==> src/rtl/lrc_pkg.sv <==
// rtl/lrc_pkg.sv - shared constants and FSM state type for the LRC arbiter
package lrc_pkg;

    localparam int DATA_W  = 8;
    localparam int LEN_W   = 8;
    localparam int NUM_REQ = 2;

    typedef enum logic [1:0] {
        ST_IDLE   = 2'd0,
        ST_BUSY   = 2'd1,
        ST_RESULT = 2'd2
    } lrc_state_t;

endpackage

==> src/rtl/lrc_acc.sv <==
// rtl/lrc_acc.sv - modulo-2^DATA_W byte accumulator producing the LRC (LRC_CHECK_EN adds a payload-only LRC)
module lrc_acc #(
    parameter int DATA_W = lrc_pkg::DATA_W
) (
    input  logic              clk,
    input  logic              rst,
    input  logic              clr,
    input  logic              en,
    input  logic [DATA_W-1:0] data,
`ifdef LRC_CHECK_EN
    output logic [DATA_W-1:0] sum,
`endif
    output logic [DATA_W-1:0] lrc
);

    logic [DATA_W-1:0] sum_q;

    always_ff @(posedge clk) begin
        if (rst || clr) begin
            sum_q <= '0;
        end else if (en) begin
            sum_q <= sum_q + data;
        end
    end

`ifdef LRC_CHECK_EN
    // Sum before the most recent byte: once the check byte lands, this is the payload sum.
    logic [DATA_W-1:0] prev_q;

    always_ff @(posedge clk) begin
        if (rst || clr) begin
            prev_q <= '0;
        end else if (en) begin
            prev_q <= sum_q;
        end
    end

    assign sum = sum_q;
    assign lrc = -prev_q;
`else
    assign lrc = -sum_q;
`endif

endmodule

==> src/rtl/lrc_arbiter.sv <==
// rtl/lrc_arbiter.sv - two-requester round-robin frame arbiter sharing one LRC accumulator (option: LRC_CHECK_EN)
module lrc_arbiter #(
    parameter int DATA_W = lrc_pkg::DATA_W,
    parameter int LEN_W  = lrc_pkg::LEN_W
) (
    input  logic                                 clk,
    input  logic                                 rst,
    input  logic [lrc_pkg::NUM_REQ-1:0]          req_valid,
    input  logic [lrc_pkg::NUM_REQ*DATA_W-1:0]   req_data,
    input  logic [lrc_pkg::NUM_REQ-1:0]          req_last,
    output logic [lrc_pkg::NUM_REQ-1:0]          req_ready,
    output logic                                 res_valid,
    input  logic                                 res_ready,
    output logic                                 res_id,
    output logic [DATA_W-1:0]                    res_lrc,
    output logic [LEN_W-1:0]                     res_len,
    output logic                                 res_ovf,
    output logic                                 res_bad
);

    import lrc_pkg::*;

    lrc_state_t        state_q, state_d;
    logic              grant_q, ptr_q, ovf_q;
    logic [LEN_W-1:0]  len_q;
    logic              winner, acc_clr, acc_en, byte_last;
    logic [DATA_W-1:0] byte_data, acc_lrc;

    // Pointer only matters on a tie; a lone requester always wins.
    assign winner    = (&req_valid) ? ptr_q : req_valid[1];
    assign byte_data = grant_q ? req_data[2*DATA_W-1:DATA_W] : req_data[DATA_W-1:0];
    assign byte_last = grant_q ? req_last[1] : req_last[0];

    always_comb begin
        state_d   = state_q;
        req_ready = '0;
        res_valid = 1'b0;
        acc_clr   = 1'b0;
        acc_en    = 1'b0;
        case (state_q)
            ST_IDLE: begin
                if (|req_valid) begin
                    state_d = ST_BUSY;
                    acc_clr = 1'b1;
                end
            end
            ST_BUSY: begin
                req_ready[grant_q] = 1'b1;
                if (req_valid[grant_q]) begin
                    acc_en = 1'b1;
                    if (byte_last) state_d = ST_RESULT;
                end
            end
            ST_RESULT: begin
                res_valid = 1'b1;
                if (res_ready) state_d = ST_IDLE;
            end
            default: state_d = ST_IDLE;
        endcase
    end

    always_ff @(posedge clk) begin
        if (rst) begin
            state_q <= ST_IDLE;
            grant_q <= 1'b0;
            ptr_q   <= 1'b0;
            len_q   <= '0;
            ovf_q   <= 1'b0;
        end else begin
            state_q <= state_d;
            if (state_q == ST_IDLE && (|req_valid)) begin
                grant_q <= winner;
                len_q   <= '0;
                ovf_q   <= 1'b0;
            end
            if (acc_en) begin
                len_q <= len_q + 1'b1;
                if (&len_q) ovf_q <= 1'b1;
            end
            if (state_q == ST_RESULT && res_ready) ptr_q <= ~grant_q;
        end
    end

`ifdef LRC_CHECK_EN
    logic [DATA_W-1:0] acc_sum;

    lrc_acc #(.DATA_W(DATA_W)) u_acc (
        .clk  (clk),
        .rst  (rst),
        .clr  (acc_clr),
        .en   (acc_en),
        .data (byte_data),
        .sum  (acc_sum),
        .lrc  (acc_lrc)
    );

    assign res_bad = (acc_sum != '0);
`else
    lrc_acc #(.DATA_W(DATA_W)) u_acc (
        .clk  (clk),
        .rst  (rst),
        .clr  (acc_clr),
        .en   (acc_en),
        .data (byte_data),
        .lrc  (acc_lrc)
    );

    assign res_bad = 1'b0;
`endif

    // Result fields come straight from registers frozen while in RESULT.
    assign res_id  = grant_q;
    assign res_lrc = acc_lrc;
    assign res_len = len_q;
    assign res_ovf = ovf_q;

endmodule

==> config.mk <==
export PLATFORM = sky130hd
export DESIGN_NAME = lrc_arbiter
export DESIGN_NICKNAME = d
export VERILOG_FILES = /design/src/rtl/lrc_pkg.sv /design/src/rtl/lrc_acc.sv /design/src/rtl/lrc_arbiter.sv
export SDC_FILE = /design/constraint.sdc
export NUM_CORES = 1
export LEC_CHECK = 0
export CORE_MARGIN = 3
export CORE_UTILIZATION = 35
export DETAILED_ROUTE_END_ITERATION = 10
export PLACE_DENSITY = 0.64
export SETUP_SLACK_MARGIN = 0.2
export SKIP_CTS_REPAIR_TIMING = 1
export SLEW_MARGIN = 0
export SYNTH_ARGS = -nofsm -noshare
export SYNTH_HDL_FRONTEND = slang
export SYNTH_HIERARCHICAL = 1
export SYNTH_SLANG_ARGS = --single-unit
==> constraint.sdc <==
create_clock -name clk -period 2.43 [get_ports clk]
set_clock_uncertainty 0.15 [all_clocks]
set_input_delay 0.729 -clock clk [delete_from_list [all_inputs] [get_ports clk]]
set_output_delay 0.729 -clock clk [all_outputs]
set_load 0.1 [all_outputs]
==> metrics <==
initial antenna violation count 0; Pwr per Cell Area 464.8 nW/um^2; post-synthesis cell count 177; I/O Buffers 43; Tmin final 2453 ps; register area share after synthesis 0.2800; ys flop type dfxtp_1; Post-synth EDFFs 0; Worst Reg-to-Reg Cells 10; internal power 813.7 uW; PnR worst setup slack -23.42 ps; routed vias/inst 5.250; Final Max Slew Viols 0; Async SR Flop Fraction 0; Clock Sinks 21; crit-path cells nor2_4, nand3_4, nor4_4, xnor2_4, buf_12; final core utilization 0.7197; FP Rows 23; area of the multi-input gates 1418 sq um; gpl congestion 0.8586; # fillers 300; part of the power in the clock network 0.173; Netlist cell types 53; DR pass1 iterations 4; worst vdd ir 0.0002448 V; Skew-Pair Late Insertion Delay 260 ps; total CTS buffers 3; crit-path max FO 2; Crit. End Element primary output; clock buffer depth 2; Worst EP required 1550 ps; Reg area 439.2 sq um; drt wl/cell 14.98 um; Reg clk slew, reported paths 80 ps; Core ar. 4058 sq um; Die Span Y 71.50 um; Final Setup Violations 1; crit path DAT 1570 ps; failing checks negative setup slack; RSZ-0062 raised after global routing true; leakage dissipation 1.290 nW; non-filler cells in the finished layout 304; post-synth top area cell dfxtp_1; Slowest cell on crit path nor4_4; first-pass GRT wire length 6782 um; DRT antenna net count 0; Detailed Route Iter0 Violations 56; synthesis-stage register bit count 21; Global Route Usage Sum 0.1633; Tot Pwr 1.357 mW; fraction of the cycle the final worst path needs 1.010; Reg power frac 0.275; number of global-route vias before repair 1511; die area 5112 sq um; Layout area overhead 94.50%; Gate power share 0.552; final hold violation count 0; remaining routing DRC violations 0; dpl cells 287; Net Sw Frac 0.4005; share of cells above drive strength 1 0.5276; fin nets 288; worst min-delay path class reg2reg; Mapped Area 1501 sq um; Yosys top cell area share 0.2800; worst hold path depth 1; Area contributors post-synth dfxtp_1 (28%), ha_1 (7.5%), mux2_2 (6.0%); CTS tree done; Sw Pwr 543.6 uW; largest net degree at the start of global routing 18; ant diodes 0; Synth Warn # 6; CP max stage delay 390 ps; Mean Syn Cell Area 8.483 sq um; I/O pin count 45; Clk Tree Root Cell clkbuf_8; CP startpoint kind flop; via count 1596; status finished with violations; syn_nets 210; max_cap viols 0; critical path class reg2out; Die X 71.50 um; gr ovfl total 0; initial core utilization 0.3700; max frequency 0.4076 GHz; DPL Wire Length 3226 um; H-tree Lvls 1; routed wire length 4555 um
## final cells by class
type	instances	area share
clock inverter	1	0.001714
timing repair buffer	80	0.3145
clock buffer	3	0.01414
tap	50	0.02142
sequential	21	0.1504
multi-input combinational	142	0.4854
inverter	7	0.01243
## state kept, by name (all words and copies together) (netlist names)
signal and cells:
ptr_q 1, u_acc/sum_q 8, state_q 2, res_id 1
res_len 8, res_ovf 1
## cell usage after synthesis (all sizes together), types with 2 or more instances
master   n
buf      5
nand2b   2
mux2i    5
nand3    9
and3     4
nor2    15
clkbuf   2
o21ai    8
and2     2
dfxtp   21
or3      2
a21oi    8
xnor2    8
o21a     2
nand3b   3
or2      2
nand2   14
mux2     9
inv      7
nor2b    4
ha       9
xor2     4
a211oi   2
nor3b    4
nor3     5
o211ai   2
## worst paths after layout
kind / from / end / slack, ps
setup / recovery: u_acc/sum_q[3]$_SDFFE_PP0P_ / res_lrc[7] / -20
setup reg to reg: res_id$_SDFFE_PP0P_ / u_acc/sum_q[4]$_SDFFE_PP0P_ / 230
hold / removal: res_ovf$_SDFF_PP0_ / res_ovf$_SDFF_PP0_ / 330
hold reg to reg: res_ovf$_SDFF_PP0_ / res_ovf$_SDFF_PP0_ / 330
## power groups by stage
| stage | Sequential [mW] | Combinational [mW] | Clock, mW |
|---|---|---|---|
| after detailed placement | 0.386 | 0.661 | 0 |
| after CTS | 0.378 | 0.664 | 0.246 |
| after global placement | 0.385 | 0.653 | 0 |
| final | 0.373 | 0.749 | 0.235 |
| after floorplan | 0.396 | 0.423 | 0 |
| after global routing | 0.375 | 0.782 | 0.259 |
## critical path, delay by kind of cell, from the launching register on
kind | cells | cell delay, ps
xor gates and xnor gates | 1 | 160
buffers and inverters | 1 | 190
DFF | 1 | 340
and+or+nand+nor | 3 | 620
## routing by layer
metal | global-route usage | share of wire | up-vias
li1 | - | - | 787
met1 | 0.1875 | 0.38 | 755
met2 | 0.3020 | 0.55 | 46
met3 | 0.01543 | 0.036 | 8
met4 | 0.07516 | 0.025 | 0
met5 | 0 | 0 | -
## through the flow
step | setup TNS (ps) | worst slack [ps] | hold WS [ps] | cell area [sq um]
floorplan | -51.63 | -51.63 | 330.6 | 1760
global placement | -1726 | -366.4 | 302.3 | 2525
detailed placement | -1947 | -409.2 | 322.5 | 2525
CTS | -744.0 | -178.8 | 342.7 | 2571
global route | -141.1 | -92.63 | 380.2 | 2920
finish | -23.42 | -23.42 | 334.9 | 2920
## cells in the final DEF (no fill, tap or decap), types with 5 or more instances in the layout
master / n
a21oi_1: 5
buf_12: 18
buf_4: 35
buf_6: 6
clkdlybuf4s50_1: 6
dfxtp_1: 12
dfxtp_2: 6
dlymetal6s2s_1: 12
ha_4: 8
mux2_4: 8
mux2i_1: 5
nand2_1: 10
nand3_1: 7
nor2_1: 14
o21ai_0: 6
## kinds of logic after synthesis
logic type	count (synthesis)	synth area share
XOR/XNOR	12	0.07000
flip-flops	21	0.2800
multiplexers	14	0.1033
other	1	0.002498
adder cells (fa/ha/maj)	10	0.08834
buffers and inverters	14	0.04583
AND/OR/NAND/NOR	74	0.2650
AO/OA/AOI/OAI	31	0.1450
No activity file was read; power rests on OpenSTA's default activity.
